--- config.mk ---
export PLATFORM = sky130hd
export DESIGN_NAME = sun_pll_fbdiv_lock
export DESIGN_NICKNAME = d
export VERILOG_FILES = /design/src/rtl/sun_pll_fbdiv_lock.sv
export SDC_FILE = /design/constraint.sdc
export NUM_CORES = 1
export LEC_CHECK = 0
export CAP_MARGIN = 20
export CORE_AREA = 4 4 88 90
export CTS_CLUSTER_DIAMETER = 40
export DETAILED_ROUTE_END_ITERATION = 10
export DIE_AREA = 0 0 92 94
export PLACE_DENSITY = 0.77
export SETUP_SLACK_MARGIN = 0.05
export SYNTH_ARGS = -nofsm -noshare
export SYNTH_HDL_FRONTEND = slang
export SYNTH_SLANG_ARGS = --single-unit
--- constraint.sdc ---
create_clock -name CK -period 5.15 [get_ports CK]
set_input_delay 1.2875 -clock CK [delete_from_list [all_inputs] [get_ports CK]]
set_output_delay 1.2875 -clock CK [all_outputs]
set_load 0.05 [all_outputs]
--- src/rtl/sun_pll_fbdiv_lock.sv ---
// sun_pll_fbdiv_lock: programmable feedback divider for the ring-oscillator PLL
// with a digital frequency-lock detector. Everything runs on CK. CK_REF is
// synchronised and its period is measured in CK cycles, then compared against
// the active divide ratio.
module sun_pll_fbdiv_lock #(
  parameter int NW       = 8,
  parameter int N_RST    = 32,
  parameter int N_MIN    = 2,
  parameter int PW       = 10,
  parameter int TOL      = 1,
  parameter int LOCK_CNT = 16
) (
  input  logic          CK,
  input  logic          PWRUP_1V8,
  input  logic [NW-1:0] DIV_N,
  input  logic          CK_REF,
  output logic          CK_FB,
  output logic          LOCK,
  output logic [PW-1:0] PERIOD,
  output logic [NW-1:0] N_ACT
);

  localparam int GW = $clog2(LOCK_CNT + 1);
  localparam logic [PW-1:0] PC_MAX = {PW{1'b1}};

  typedef enum logic [0:0] {
    UNLOCKED = 1'b0,
    LOCKED   = 1'b1
  } lock_state_t;

  // Divider state
  logic [NW-1:0] cnt_r;
  logic [NW-1:0] n_act_r;
  logic          ck_fb_r;

  // Reference synchroniser and edge detector
  logic          ref_meta_r;
  logic          ref_sync_r;
  logic          ref_dly_r;

  // Measurement and lock state
  logic [PW-1:0] pc_r;
  logic [PW-1:0] period_r;
  logic          armed_r;
  logic [GW-1:0] gc_r;
  lock_state_t   state_r;
  logic          lock_r;

  // Combinational helpers
  logic          wrap_s;
  logic [NW-1:0] div_clamp_s;
  logic [NW-1:0] cnt_nxt_s;
  logic [NW-1:0] n_nxt_s;
  logic          n_change_s;
  logic          fb_nxt_s;
  logic          ref_rise_s;
  logic          pc_sat_s;
  logic [PW-1:0] pc_inc_s;
  logic [PW:0]   diff_s;
  logic [PW:0]   abs_s;
  logic          good_s;
  logic          sat_event_s;

  // Next divider count, ratio reload at wrap and next CK_FB level
  always_comb begin
    wrap_s      = (cnt_r == (n_act_r - NW'(1)));
    div_clamp_s = DIV_N;
    cnt_nxt_s   = cnt_r + NW'(1);
    n_nxt_s     = n_act_r;
    if (DIV_N < NW'(N_MIN)) begin
      div_clamp_s = NW'(N_MIN);
    end else begin
      div_clamp_s = DIV_N;
    end
    if (wrap_s) begin
      cnt_nxt_s = {NW{1'b0}};
      n_nxt_s   = div_clamp_s;
    end else begin
      cnt_nxt_s = cnt_r + NW'(1);
      n_nxt_s   = n_act_r;
    end
    n_change_s = wrap_s && (div_clamp_s != n_act_r);
    if (cnt_nxt_s < (n_nxt_s >> 1)) begin
      fb_nxt_s = 1'b0;
    end else begin
      fb_nxt_s = 1'b1;
    end
  end

  // Reference edge, saturating period count and the good/bad verdict
  always_comb begin
    ref_rise_s = ref_sync_r & ~ref_dly_r;
    pc_sat_s   = (pc_r == PC_MAX);
    if (pc_sat_s) begin
      pc_inc_s = pc_r;
    end else begin
      pc_inc_s = pc_r + PW'(1);
    end
    // pc_inc_s doubles as the new period: PC+1, or the saturated value.
    diff_s = {1'b0, pc_inc_s} - {1'b0, {(PW - NW){1'b0}}, n_act_r};
    if (diff_s[PW]) begin
      abs_s = (PW + 1)'(0) - diff_s;
    end else begin
      abs_s = diff_s;
    end
    good_s      = (abs_s <= (PW + 1)'(TOL)) && !pc_sat_s;
    sat_event_s = (pc_r == (PC_MAX - PW'(1))) && !ref_rise_s;
  end

  // Divider counter, active ratio and registered CK_FB
  always_ff @(posedge CK or negedge PWRUP_1V8) begin
    if (!PWRUP_1V8) begin
      cnt_r   <= {NW{1'b0}};
      n_act_r <= NW'(N_RST);
      ck_fb_r <= 1'b0;
    end else begin
      cnt_r   <= cnt_nxt_s;
      n_act_r <= n_nxt_s;
      ck_fb_r <= fb_nxt_s;
    end
  end

  // Two-flop synchroniser for CK_REF plus a delay flop for edge detection
  always_ff @(posedge CK or negedge PWRUP_1V8) begin
    if (!PWRUP_1V8) begin
      ref_meta_r <= 1'b0;
      ref_sync_r <= 1'b0;
      ref_dly_r  <= 1'b0;
    end else begin
      ref_meta_r <= CK_REF;
      ref_sync_r <= ref_meta_r;
      ref_dly_r  <= ref_sync_r;
    end
  end

  // Period measurement and UNLOCKED/LOCKED state machine with registered LOCK
  always_ff @(posedge CK or negedge PWRUP_1V8) begin
    if (!PWRUP_1V8) begin
      pc_r     <= {PW{1'b0}};
      period_r <= {PW{1'b0}};
      armed_r  <= 1'b0;
      gc_r     <= {GW{1'b0}};
      state_r  <= UNLOCKED;
      lock_r   <= 1'b0;
    end else if (n_change_s) begin
      // A new ratio invalidates any measurement in flight; a coincident
      // reference edge still starts a fresh measurement.
      state_r <= UNLOCKED;
      lock_r  <= 1'b0;
      gc_r    <= {GW{1'b0}};
      armed_r <= ref_rise_s;
      if (ref_rise_s) begin
        pc_r <= {PW{1'b0}};
      end else begin
        pc_r <= pc_inc_s;
      end
      if (sat_event_s) begin
        period_r <= PC_MAX;
      end else begin
        period_r <= period_r;
      end
    end else if (ref_rise_s) begin
      pc_r    <= {PW{1'b0}};
      armed_r <= 1'b1;
      if (armed_r) begin
        period_r <= pc_inc_s;
        if (good_s) begin
          case (state_r)
            UNLOCKED: begin
              if (gc_r >= GW'(LOCK_CNT - 1)) begin
                gc_r    <= GW'(LOCK_CNT);
                state_r <= LOCKED;
                lock_r  <= 1'b1;
              end else begin
                gc_r <= gc_r + GW'(1);
              end
            end
            LOCKED: begin
              lock_r <= 1'b1;
            end
            default: begin
              state_r <= UNLOCKED;
              lock_r  <= 1'b0;
              gc_r    <= {GW{1'b0}};
            end
          endcase
        end else begin
          state_r <= UNLOCKED;
          lock_r  <= 1'b0;
          gc_r    <= {GW{1'b0}};
        end
      end else begin
        period_r <= period_r;
      end
    end else if (sat_event_s) begin
      // Reference has stopped: flag it now rather than waiting for an edge.
      pc_r     <= PC_MAX;
      period_r <= PC_MAX;
      armed_r  <= 1'b0;
      state_r  <= UNLOCKED;
      lock_r   <= 1'b0;
      gc_r     <= {GW{1'b0}};
    end else begin
      pc_r <= pc_inc_s;
    end
  end

  assign CK_FB  = ck_fb_r;
  assign LOCK   = lock_r;
  assign PERIOD = period_r;
  assign N_ACT  = n_act_r;

endmodule

==> qor.csv, run 1 <==
metric;value;unit
run status;finished clean;
Post-CTS Resized;0;
Via density;5.82;
Die W;92;um
antenna violations before repair;0;
EDFF count, synth;0;
CTS tree;built;
relative slew slack;51.6;%
Synth async-reset ratio;100;%
minimum clock period;4.40;ns
final hold vios;0;
DRT Pass-1 Iters;5;
crit path max-delay cell type;or4_4;
Worst Path Max Fanout;7;
fin. max-slew vios;0;
total gr overflow;0;
Synth Instances;395;
H-tree depth reported by CTS;2;
Synth Flop Type;dfrtp_1;
Least-Margin Pin Slew;0.707;ns
nets@finish;453;
commonest non-fill, non-tap cells in the layout;47 x dfrtp_1, 30 x inv_1, 29 x nand2_1, 29 x clkdlybuf4s50_1, 22 x nor2_1;
post-synth net total;428;
yosys warns;0;
Logic pwr share;64.9;%
Yosys cell types;73;
all-layer global routing usage;19.7;%
HP Start;ref_meta_r;
TritonCTS buffer count;5;
WP data arrival;4.61;ns
core area;0.00706;mm2
Syn Area/Cell;9.00;um2
Top Ports;31;
global placer's final weighted congestion;0.952;
dpl cell area;0.00392;mm2
PnR Total Power;2.45;mW
ANT cells;0;
GR Util met1;26.6;%
Psw;1.23;mW
Sink Count;48;
Yosys reg bits;48;
DP Wirelength;6.22;mm
mapped cell area;0.00355;mm2
IO buf count;30;
Max Cap Viol;0;
P_int;1.23;mW
WL/cell;15.6;um
sequential-to-total area share from yosys stat;33.8;%
Crit. End Element;flip-flop;
met3 Track Usage GR;2.40;%
Peak VDD IR;0.409;mV
design area;0.00404;mm2
setup TNS;0;ns
met2 usage in global routing;33.5;%
initial core utilization;50.4;%
Hold WC Path Type;flip-flop to flip-flop;
Reg2Reg Launch Point;pc_r[2];
synthesis-to-finish area growth;13.5;%
clock share of power;9.7;%
crit path kind;flip-flop to flip-flop;
Root Driver;clkbuf_8;
crit share post-route;85.4;%
fraction of power spent switching nets;50.0;%
Vias;3026;
register share of total power;25.4;%
RSZ-0062 raised after global routing;no;
busiest layer in global routing;met2;
CP peak stage delay;0.59;ns
cts hold-fix bufs;0;
Power Density;608;mW/mm2
layout cells sized above 1;10.2;%
insertion delay to the later sink of the worst-skew pair;0.30;ns
startpoint types;flip-flop;
clock tree buffer depth;2;
Crit. Startpoint;pc_r[2];
Worst-path clk slew;0.10;ns
Leakage Power;1.81;nW
Required @ worst endpoint;5.36;ns
worst-path cell chain;and3_1 > nand4_1 > or2_2 > xnor2_1 > ha_1 > fa_1 > xor2_1 > nand3_1 > or4_4 > a32o_2 > nor4_4 > nand3_2 > o32ai_2;
Fmax;0.227;GHz
commonest non-fill, non-tap cell in the layout;dfrtp_1;
skew final;0.0127;ns
die height;94;um
largest net degree at the start of global routing;49;
first-pass GRT wire length;14.0;mm
Layout Utilization;57.2;%
vias in the first global route;2988;
1st-iter DRT viols;110;
die area;0.00865;mm2
wirelength, routed;8.13;mm
Post-CTS Setup Bufs;0;
FP Rows;31;
fillers;647;
Post-DRT Antenna Nets;0;
drt drc;0;
final setup vio count;0;
-- power groups by stage --
stage	Sequential (mW)	Combinational, mW	Clock (mW)
final	0.623	1.59	0.238
after global routing	0.642	1.76	0.260
after CTS	0.622	1.59	0.244
after detailed placement	0.628	1.57	0
after global placement	0.628	1.52	0
after floorplan	0.742	1.08	0
-- path summary, 6_finish.rpt --
kind                              end  slack [ns]  cells past startpoint
setup / recovery              gc_r[4]        0.75                     13
hold / removal             ref_sync_r        0.37                      0
setup reg to reg              gc_r[4]        0.75                     13
hold reg to reg            ref_sync_r        0.37                      0
max in group asynchronous    N_ACT[5]        3.66                      2
min in group asynchronous     gc_r[0]        0.92                      1
-- cell families after synthesis --
family                   count (synthesis)  synth area share, %
AND/OR/NAND/NOR                        131                 20.3
AO/OA/AOI/OAI                          100                 20.6
multiplexers                             8                 2.29
adder cells (fa/ha/maj)                 22                 7.95
XOR/XNOR                                39                 9.61
buffers and inverters                   47                 5.46
flip-flops                              48                 33.8
-- critical path, delay by kind of cell (launching register included) --
family / cells / cell delay (ns)
xor gates and xnor gates: 2 / 0.52
and+or+nand+nor: 7 / 2.17
DFF: 1 / 0.40
AOI/OAI and AO/OA: 2 / 0.61
adders and majority gates: 2 / 0.64
-- registers in the layout, summed over array words and instances, names as in the netlist --
name / cells
CK_FB: 1
LOCK: 1
N_ACT: 8
PERIOD: 10
armed_r: 1
cnt_r: 8
gc_r: 5
pc_r: 10
ref_dly_r: 1
ref_meta_r: 1
ref_sync_r: 1
state_r: 1
-- area by class of cell --
class | count | area (um2) | area share [%]
multi-input combinational | 300 | 2160 | 53.5
sequential | 48 | 1200 | 29.8
timing repair buffer | 34 | 338 | 8.37
tap | 99 | 124 | 3.07
inverter | 31 | 116 | 2.88
clock buffer | 6 | 82.6 | 2.05
clock inverter | 2 | 13.8 | 0.341
-- cell usage after synthesis (4+ instances only) --
| master | count | share of area [%] |
|---|---|---|
| o21ai_0 | 15 | 2.1 |
| xor2_1 | 19 | 4.7 |
| or2_2 | 5 | 0.88 |
| nand2b_1 | 5 | 0.88 |
| nor2b_1 | 5 | 0.88 |
| dfrtp_1 | 47 | 33 |
| o21a_1 | 5 | 1.1 |
| nand2_1 | 29 | 3.1 |
| a21oi_1 | 14 | 2.0 |
| buf_2 | 8 | 1.1 |
| nor3_1 | 10 | 1.4 |
| nand3_1 | 12 | 1.7 |
| a31oi_1 | 5 | 0.88 |
| nor3b_1 | 4 | 0.84 |
| and3_1 | 6 | 1.1 |
| o211ai_1 | 10 | 2.1 |
| nor2_1 | 22 | 2.3 |
| nand4_1 | 7 | 1.2 |
| clkbuf_1 | 5 | 0.53 |
| inv_1 | 30 | 3.2 |
| and2_1 | 4 | 0.70 |
| a21o_1 | 4 | 0.84 |
| xnor2_1 | 20 | 4.9 |
| ha_1 | 21 | 7.4 |
| mux2i_1 | 7 | 2.0 |
| a211oi_1 | 8 | 1.7 |
-- routing by layer --
| layer | vias up | part of all wire, % |
|---|---|---|
| li1 | 1483 | - |
| met3 | 11 | 2.7 |
| met2 | 59 | 50 |
| met1 | 1473 | 46 |
| met4 | 0 | 1.3 |
| met5 | - | 0 |
-- per-stage QoR --
step | hold slack, ns | cells | setup WS (ns)
floorplan | 0.331 | 395 | 1.13
global placement | 0.352 | 511 | 1.00
detailed placement | 0.342 | 511 | 0.820
CTS | 0.373 | 519 | 0.822
global route | 0.383 | 520 | 0.445
finish | 0.370 | 520 | 0.751
(Power assumes the default switching activity.)
==> inputs of run 2 (changes only) <==
- CTS_CLUSTER_DIAMETER: 40 -> default
- clock period: 5.15 -> 5.05 ns (I/O delays scaled with it)
==> qor.csv, run 2 (synthesized netlist as in run 1, its figures left out) <==
metric;value;unit;change
Max Cap Viol;0;;unchanged
setup TNS;0;ns;unchanged
H-tree depth reported by CTS;2;;unchanged
Least-Margin Pin Slew;0.748;ns;+0.0410 ns
Hold WC Path Type;flip-flop to flip-flop;;
DRT Pass-1 Iters;4;;-1
RSZ-0062 raised after global routing;no;;
initial core utilization;50.4;%;unchanged
die area;0.00865;mm2;unchanged
1st-iter DRT viols;156;;+42%
all-layer global routing usage;19.8;%;+0.072 points
die height;94;um;unchanged
IO buf count;30;;unchanged
skew final;0.0127;ns;+0.00000750 ns
Post-CTS Setup Bufs;0;;unchanged
Leakage Power;1.81;nW;unchanged
Post-CTS Resized;0;;unchanged
largest net degree at the start of global routing;49;;unchanged
startpoint types;flip-flop;;
DP Wirelength;6.19;mm;-0.46%
ANT cells;0;;unchanged
Top Ports;31;;unchanged
insertion delay to the later sink of the worst-skew pair;0.31;ns;about the same
synthesis-to-finish area growth;13.5;%;unchanged
commonest non-fill, non-tap cell in the layout;dfrtp_1;;
final setup vio count;0;;unchanged
Post-DRT Antenna Nets;0;;unchanged
Crit. End Element;flip-flop;;
core area;0.00706;mm2;unchanged
fin. max-slew vios;0;;unchanged
global placer's final weighted congestion;0.952;;unchanged
antenna violations before repair;0;;unchanged
drt drc;0;;unchanged
Fmax;0.227;GHz;-0.15%
relative slew slack;48.8;%;-2.8 points
WL/cell;15.8;um;+0.97%
minimum clock period;4.41;ns;+0.00645 ns
CTS tree;built;;
Required @ worst endpoint;5.27;ns;-0.09 ns
crit path kind;flip-flop to flip-flop;;
wirelength, routed;8.21;mm;+0.97%
Root Driver;clkbuf_8;;
Peak VDD IR;0.411;mV;+0.66%
Power Density;622;mW/mm2;+2.2%
Worst-path clk slew;0.09;ns;about the same
PnR Total Power;2.51;mW;+2.2%
commonest non-fill, non-tap cells in the layout;47 x dfrtp_1, 30 x inv_1, 29 x nand2_1, 29 x clkdlybuf4s50_1, 22 x nor2_1;;
clock tree buffer depth;2;;unchanged
WP data arrival;4.62;ns;about the same
first-pass GRT wire length;14.0;mm;+0.24%
TritonCTS buffer count;5;;unchanged
layout cells sized above 1;10.2;%;unchanged
nets@finish;453;;unchanged
Sink Count;48;;unchanged
Via density;5.93;;+1.8%
run status;finished clean;;
vias in the first global route;3027;;+1.3%
total gr overflow;0;;unchanged
crit share post-route;87.2;%;+1.8 points
worst-path cell chain;and3_1 > nand4_1 > or2_2 > xnor2_1 > ha_1 > fa_1 > xor2_1 > nand3_1 > or4_4 > a32o_2 > nor4_4 > nand3_2 > o32ai_2;;
Vias;3081;;+1.8%
cts hold-fix bufs;0;;unchanged
CP peak stage delay;0.59;ns;about the same
FP Rows;31;;unchanged
Worst Path Max Fanout;7;;unchanged
final hold vios;0;;unchanged
Die W;92;um;unchanged
crit path max-delay cell type;or4_4;;
==> run 2: through the flow <==
step,instances,utilization (%),worst slack (ns),hold WS [ns],instance area (um2)
after CTS,519,56.9,0.694,0.372,4020
final,520,57.2,0.645,0.364,4040
after floorplan,395,-,1.03,0.331,3550
after global routing,520,57.2,0.330,0.382,4040
after global placement,511,55.5,0.900,0.352,3920
after detailed placement,511,55.5,0.718,0.342,3920
==> run 2: report_power, final <==
| part | leakage (nW) | switching (mW) | internal (mW) |
|---|---|---|---|
| clock network | 0.0516 | 0.135 | 0.112 |
| registers | 0.608 | 0.152 | 0.484 |
| logic | 1.15 | 0.969 | 0.656 |
| total | 1.81 | 1.26 | 1.25 |
==> run 2: path summary, 6_finish.rpt <==
path / startpoint / to / slack, ns / cells past startpoint
max in group asynchronous: PWRUP_1V8 / N_ACT[5] / 3.60 / 2
min reg2reg: ref_meta_r / ref_sync_r / 0.36 / 0
min in group asynchronous: PWRUP_1V8 / gc_r[1] / 0.88 / 1
max reg2reg: pc_r[2] / gc_r[4] / 0.64 / 13
min: ref_meta_r / ref_sync_r / 0.36 / 0
max: pc_r[2] / gc_r[4] / 0.64 / 13
==> run 2: critical path, delay by kind of cell (launching register included) <==
kind	cells	cell delay, ns
simple gates	7	2.14
fa+ha+maj	2	0.64
compound gates	2	0.60
xor+xnor	2	0.53
flops	1	0.41
==> run 2: per-layer routing <==
metal	track usage (%)	routed length [um]
met1	26.2	3770
met2	33.8	4030
met3	2.72	266
met4	5.69	144
met5	0	0
==> run 2: final cells by class <==
class / instances / area, um2
multi-input combinational: 300 / 2160
sequential: 48 / 1200
clock buffer: 6 / 82.6
tap: 99 / 124
clock inverter: 2 / 13.8
inverter: 31 / 116
fill: 649 / 3020
timing repair buffer: 34 / 338
==> inputs of run 3 (changes only) <==
- CORE_AREA: 4 4 88 90 -> 4 4 94 96
- DIE_AREA: 0 0 92 94 -> 0 0 98 100
- PLACE_DENSITY: 0.77 -> 0.69
==> qor.csv, run 3 (synthesized netlist as in run 1, its figures left out) <==
metric;value;unit;change
relative slew slack;49.6;%;+0.79 points
Leakage Power;1.82;nW;+0.45%
Layout Utilization;50.5;%;-6.7 points
final instance count without filler cells;525;;+0.96%
setup TNS;0;ns;unchanged
startpoint types;flip-flop;;
all-layer global routing usage;17.6;%;-2.2 points
commonest non-fill, non-tap cells in the layout;47 x dfrtp_1, 30 x inv_1, 29 x nand2_1, 29 x clkdlybuf4s50_1, 22 x nor2_1;;
Fmax;0.230;GHz;+1.2%
Psw;1.27;mW;+1.3%
first-pass GRT wire length;14.2;mm;+1.3%
DRT Pass-1 Iters;4;;unchanged
placed insts;517;;+1.2%
core area;0.00805;mm2;+14%
die height;100;um;+6.4%
Post-CTS Setup Bufs;0;;unchanged
Power Density;642;mW/mm2;+3.3%
clock share of power;13.2;%;+3.3 points
Vias;2913;;-5.5%
crit share post-route;86.2;%;-1.1 points
Least-Margin Pin Slew;0.737;ns;-0.0115 ns
Crit. End Element;flip-flop;;
vias in the first global route;3019;;-0.26%
IO buf count;30;;unchanged
nets@finish;452;;-0.22%
H-tree depth reported by CTS;2;;unchanged
crit path kind;flip-flop to flip-flop;;
Root Driver;clkbuf_8;;
Via density;5.55;;-6.4%
drt drc;0;;unchanged
Top Ports;31;;unchanged
insertion delay to the later sink of the worst-skew pair;0.32;ns;about the same
Required @ worst endpoint;5.27;ns;about the same
DP Wirelength;6.36;mm;+2.6%
P_int;1.34;mW;+6.8%
Post-DRT Antenna Nets;0;;unchanged
fin. max-slew vios;0;;unchanged
antenna violations before repair;0;;unchanged
final setup vio count;0;;unchanged
global placer's final weighted congestion;0.879;;-7.6%
fraction of power spent switching nets;48.8;%;-1.3 points
WP data arrival;4.58;ns;-0.04 ns
cts hold-fix bufs;0;;unchanged
1st-iter DRT viols;139;;-11%
Sink Count;48;;unchanged
wirelength, routed;8.37;mm;+2.0%
Max Cap Viol;0;;unchanged
skew final;0.0216;ns;+0.00889 ns
Post-CTS Resized;0;;unchanged
synthesis-to-finish area growth;14.3;%;
run status;finished clean;;
register share of total power;24.6;%;-0.7 points
WL/cell;15.9;um;+1.0%
CTS tree;built;;
largest net degree at the start of global routing;49;;unchanged
Hold WC Path Type;flip-flop to flip-flop;;
commonest non-fill, non-tap cell in the layout;dfrtp_1;;
clock tree buffer depth;2;;unchanged
total gr overflow;0;;unchanged
initial core utilization;44.1;%;-6.2 points
Register-to-Register Setup Slack;0.70;ns;+0.05 ns
Peak VDD IR;0.408;mV;-0.81%
Worst-path clk slew;0.10;ns;about the same
RSZ-0062 raised after global routing;no;;
Worst Path Max Fanout;7;;unchanged
Die W;98;um;+6.5%
Logic pwr share;62.3;%;-2.5 points
ANT cells;0;;unchanged
TritonCTS buffer count;5;;unchanged
FP Rows;33;;+6.5%
die area;0.00980;mm2;+13%
minimum clock period;4.35;ns;-0.0543 ns
final hold vios;0;;unchanged
layout cells sized above 1;10.0;%;-0.21 points
[run 3: cell types whose count changed in the layout (fill, tap and decap cells not counted), sizes merged]
| cell | change |
|---|---|
| clkinv | -1 |
| clkbuf | -1 |
| buf | -1 |
| bufinv | +2 |
[run 3: path summary, 6_finish.rpt]
kind / start / cells after the start / to
max in group asynchronous: PWRUP_1V8 / 2 / cnt_r[4]
worst min-delay path: ref_meta_r / 0 / ref_sync_r
worst max-delay path: pc_r[2] / 13 / gc_r[4]
worst min register to register: ref_meta_r / 0 / ref_sync_r
min in group asynchronous: PWRUP_1V8 / 2 / gc_r[1]
worst max register to register: pc_r[2] / 13 / gc_r[4]
[run 3: critical path: stages (launching register included)]
cell and delay, ns:
dfrtp_1 0.40, and3_1 0.29, nand4_1 0.24, or2_2 0.41
xnor2_1 0.19, ha_1 0.23, fa_1 0.42, xor2_1 0.32
nand3_1 0.23, or4_4 0.59, a32o_2 0.30, nor4_4 0.16
nand3_2 0.20, o32ai_2 0.29
[run 3: per-stage QoR]
stage	hold WS [ns]	total power [mW]	worst slack, ns	cell area, um2
after floorplan	0.331	1.86	1.03	3550
after global placement	0.335	2.21	0.899	3930
after detailed placement	0.348	2.26	0.736	3930
after CTS	0.371	2.62	0.720	4060
after global routing	0.385	2.83	0.383	4060
final	0.370	2.61	0.699	4060
[run 3: cell type report]
class / count / area, um2
repair buffers: 33 / 318
well taps: 105 / 131
fillers: 754 / 3990
inverters: 31 / 116
multi-input cells: 300 / 2160
flip-flops and latches: 48 / 1200
clock buffers: 5 / 68.8
clock inverters: 3 / 68.8
[run 3: per-layer routing]
metal | GRT usage [%] | vias to the layer above | part of all wire (%)
met5 | 0 | - | 0
met3 | 2.78 | 15 | 3.1
met2 | 31.7 | 49 | 50
li1 | - | 1473 | -
met4 | 4.69 | 0 | 1.7
met1 | 21.9 | 1376 | 45
[run 3: power groups by stage]
| stage | clock [mW] | sequential [mW] | combinational (mW) |
|---|---|---|---|
| 2_1_floorplan | 0 | 0.757 | 1.11 |
| 3_3_place_gp | 0 | 0.640 | 1.57 |
| 3_5_place_dp | 0 | 0.646 | 1.61 |
| 4_1_cts | 0.351 | 0.640 | 1.63 |
| 5_1_grt | 0.365 | 0.658 | 1.81 |
| 6_report | 0.344 | 0.641 | 1.62 |
